==> config.mk <==
export PLATFORM = sky130hd
export DESIGN_NAME = gpio_input_irq
export DESIGN_NICKNAME = d
export VERILOG_FILES = /design/src/rtl/gpio_input_irq.sv
export SDC_FILE = /design/constraint.sdc
export NUM_CORES = 1
export LEC_CHECK = 0
export CAP_MARGIN = 20
export CORE_ASPECT_RATIO = 1.1
export CORE_MARGIN = 1.5
export CORE_UTILIZATION = 44
export DETAILED_ROUTE_END_ITERATION = 16
export PLACE_DENSITY_LB_ADDON = 0.25
export RECOVER_POWER = 100
export SLEW_MARGIN = 20
export SYNTH_ARGS = -nofsm -noshare
export SYNTH_HDL_FRONTEND = slang
export SYNTH_SLANG_ARGS = --single-unit
==> constraint.sdc <==
create_clock -name clk -period 1.4 [get_ports clk]
set_input_delay 0.28 -clock clk [delete_from_list [all_inputs] [get_ports clk]]
set_output_delay 0.28 -clock clk [all_outputs]
set_load 0.01 [all_outputs]
==> src/rtl/gpio_input_irq.sv <==
// Input-side GPIO conditioning: per-pin 2-flop synchronizer, stability-count debouncer,
// rise/fall edge detection on the debounced level and sticky write-1-to-clear interrupt status.
module gpio_input_irq #(
  parameter int length   = 4,
  parameter int DEBOUNCE = 3   // legal range 1..255
) (
  input  logic              clk,
  input  logic              rst,
  input  logic [length-1:0] gpio_pins_in,
  input  logic [length-1:0] rise_en,
  input  logic [length-1:0] fall_en,
  input  logic [length-1:0] irq_clear,
  output logic [length-1:0] gpio_read,
  output logic [length-1:0] irq_status,
  output logic              irq
);

  localparam int CNT_W = (DEBOUNCE > 1) ? $clog2(DEBOUNCE) : 1;
  localparam logic [CNT_W-1:0] CNT_MAX = CNT_W'(DEBOUNCE - 1);

  logic [length-1:0]            sync1_q,  sync1_d;
  logic [length-1:0]            sync2_q,  sync2_d;
  logic [length-1:0]            stable_q, stable_d;
  logic [length-1:0][CNT_W-1:0] cnt_q,    cnt_d;
  logic [length-1:0]            status_q, status_d;
  logic [length-1:0]            rise_evt, fall_evt;

  always_comb begin
    // NOTE: every always_comb output gets a default first so no path leaves it unassigned (no latch).
    sync1_d  = gpio_pins_in;
    sync2_d  = sync1_q;
    stable_d = stable_q;
    cnt_d    = cnt_q;

    for (int i = 0; i < length; i++) begin
      if (sync2_q[i] == stable_q[i]) begin
        cnt_d[i] = '0;
      end else if (cnt_q[i] == CNT_MAX) begin
        stable_d[i] = sync2_q[i];
        cnt_d[i]    = '0;
      end else begin
        cnt_d[i] = cnt_q[i] + CNT_W'(1);
      end
    end

    // Edges exist only on the accept cycle, so enables are sampled exactly then.
    rise_evt = stable_d & ~stable_q;
    fall_evt = stable_q & ~stable_d;

    // Set terms are OR-ed after the clear so a same-cycle set wins.
    status_d = (status_q & ~irq_clear) | (rise_evt & rise_en) | (fall_evt & fall_en);
  end

  always_ff @(posedge clk or posedge rst) begin
    if (rst) begin
      sync1_q  <= '0;
      sync2_q  <= '0;
      stable_q <= '0;
      cnt_q    <= '0;
      status_q <= '0;
    end else begin
      // NOTE: sequential state uses non-blocking assignments so all flops update from pre-edge values.
      sync1_q  <= sync1_d;
      sync2_q  <= sync2_d;
      stable_q <= stable_d;
      cnt_q    <= cnt_d;
      status_q <= status_d;
    end
  end

  assign gpio_read  = stable_q;
  assign irq_status = status_q;
  assign irq        = |status_q;

endmodule

==> flow_summary.ini <==
[status]
status = finished with violations
violations = negative setup slack

[grt]
grt_pass1_vias = 634
grt_overflow_total = 0
grt_antenna_before_repair = 0
grt_max_degree = 25
grt_pass1_wl_mm = 2.47
track_usage = 0.154

[min_path]
whs_path_depth = 0
hp-class = register to register

[floorplan]
die_h_um = 50.0
start_util = 0.479
die-area_um2 = 2280
die_w_um = 45.7
io_pins = 27
coreArea_um2 = 1840
rows = 16

[cts]
clk_latency_ns = 0.29
cts_sinks = 24
path_clk_slew_ns = 0.12
htree_levels = 1
holdBufCountCts = 0
cts_tree = done
cts_buffers = 3
clk_path_buf_depth = 2
cts_root_buffer = clkbuf_4

[timing]
final_hold_viol_count = 0
final.min_clock_period_ns = 1.63
period_share = 1.16
fin_ws_ns = -0.227
max_freq_ghz = 0.615
rsz0062_at_grt = true
slew_headroom = 0.628
clock_skew_ns = 0.00321
setup-violations-final = 1
drv_slew = 0
tightestPinTransition_ns = 0.558

[finish]
antenna-diode-count = 0
stdcell_count = 134
nets = 126
multiInputGateArea_um2 = 263
syn_to_final_growth_pct = 42.6
num-fill-cells = 155
final_layout_size_suffix_gt1_frac = 0.159
layout.area.seq_um2 = 601

[pwr]
power.density_nw_per_um2 = 1640
p_comb_frac = 0.359
p_clk_frac = 0.164
swShare = 0.295
finalPower_uw = 2060
p_leak_uw = 0.000565
power.switching_uw = 608
ir_drop_mv = 1.13
pwr-share-seq = 0.478
p_int_uw = 1450

[detailed_routing]
first_pass_iters = 4
via_per_inst = 4.64
drc = 0
ant_nets = 0
drtIter0Drc = 5
routed_wl_mm = 1.53
wl_per_cell_um = 11.4
vias = 622

[worst_setup_path]
startpoint_type = register
cpPeakStageDelay_ns = 0.51
path_cells = or4_1 -> buf_2
crit_required_ns = 1.12
worst-path-stages = 2
crit_slowest_cell = or4_1
cp_top_family = simple AND/OR/NAND/NOR gates
cp_max_fo = 2
r2r.worst_path.cells = 2
setup.worst_path.end_class = output port
worst-setup-path-type = register to output port
crit_arrival_ns = 1.35
crit_buf_inv = 1

[placement]
gp_congestion = 0.663
post-place-cells = 124
hpwl_mm = 1.13
port_buffers = 26

[logic_synthesis]
ys_seq_area_frac = 0.681
avgSynthCellArea_um2 = 13.4
yosys_warnings = 0
syn-instance-count = 66
syn-num-nets = 84
syn_area_um2 = 882
synth_cell_types = 15
ys_ff_latch = 24

[flow_run]
cap_violations = 0
## synthesized netlist by cell type
cell type | count | area [µm²]
inv_1 | 5 | 18.8
o22ai_1 | 3 | 18.8
dfrtp_1 | 24 | 601
nor3b_1 | 4 | 30.0
xnor2_1 | 4 | 35.0
nand2_1 | 4 | 15.0
nand3b_1 | 4 | 30.0
a22o_1 | 1 | 8.76
o21ai_0 | 1 | 5.00
nand2b_1 | 3 | 18.8
mux2_2 | 4 | 45.0
or4_1 | 1 | 7.51
nor2b_1 | 1 | 6.26
o21a_1 | 3 | 22.5
nor3_1 | 4 | 20.0
## per-layer routing
layer | global-route usage | wire length, µm | vias up | share of wire
met3 | 0.0220 | 53 | 2 | 0.035
met5 | 0 | 0 | - | 0
met2 | 0.289 | 853 | 17 | 0.56
li1 | - | - | 310 | -
met1 | 0.159 | 604 | 293 | 0.40
met4 | 0.0714 | 14 | 0 | 0.0092
## what timing repair did
action                                  in CTS  in global routing
pin swaps                                    1                  0
endpoints found under the hold margin        0                  0
gates resized for setup                     13                  5
buffers inserted                             4                  2
endpoints found under the setup margin       9                  4
## power by group through the flow
| stage | combinational [µW] | sequential, µW | clock [µW] |
|---|---|---|---|
| global placement | 717 | 1030 | 0 |
| detailed placement | 733 | 1050 | 0 |
| CTS | 795 | 990 | 354 |
| finish | 739 | 986 | 337 |
| global route | 812 | 1020 | 386 |
| floorplan | 350 | 1070 | 0 |
## sequential cells by signal, indices dropped and copies added, names as in the netlist
| signal | count |
|---|---|
| gpio_read | 4 |
| sync1_q | 4 |
| sync2_q | 4 |
| cnt_q | 8 |
| irq_status | 4 |
## layout make-up
| cell class | count | share of cell area |
|---|---|---|
| well taps | 27 | 0.0269 |
| flip-flops and latches | 24 | 0.478 |
| inverters | 5 | 0.0149 |
| repair buffers | 37 | 0.243 |
| clock buffers | 4 | 0.0289 |
| multi-input cells | 37 | 0.209 |
## cells in the final DEF (no fill, tap or decap), drive strengths merged, types with 5 or more instances in the layout
| master | instances |
|---|---|
| clkbuf | 13 |
| inv | 5 |
| buf | 5 |
| dlygate4sd3 | 5 |
| dfrtp | 24 |
| clkdlybuf4s50 | 12 |
## cell families (layout without fill, tap and decap cells)
kind of cell	count (synthesis)	count (layout)	share of synthesized area
and+or+nand+nor	21	21	0.145
xor gates and xnor gates	4	4	0.0397
buffers and inverters	5	46	0.0213
DFF	24	24	0.681
muxes	4	4	0.0511
AOI/OAI and AO/OA	8	8	0.0624
## path summary, 6_finish.rpt
path | end | slack (ns) | from
setup / recovery | irq | -0.23 | irq_status[0]
min in group asynchronous | gpio_read[0] | 0.54 | rst
setup reg to reg | gpio_read[3] | 0.35 | cnt_q[7]
hold / removal | sync2_q[2] | 0.36 | sync1_q[2]
hold reg to reg | sync2_q[2] | 0.36 | sync1_q[2]
max in group asynchronous | cnt_q[7] | 0.49 | rst
## metrics by stage
step	utilization	setup TNS (ns)	hold WS (ns)	area, µm²	setup slack, ns
floorplan	-	0	0.295	882	0.140
global placement	0.659	-0.229	0.332	1210	-0.229
detailed placement	0.659	-0.242	0.336	1210	-0.242
CTS	0.688	-0.248	0.307	1270	-0.248
global route	0.683	-0.286	0.368	1260	-0.286
finish	0.683	-0.227	0.361	1260	-0.227
Power figures use the tool's default switching activity.
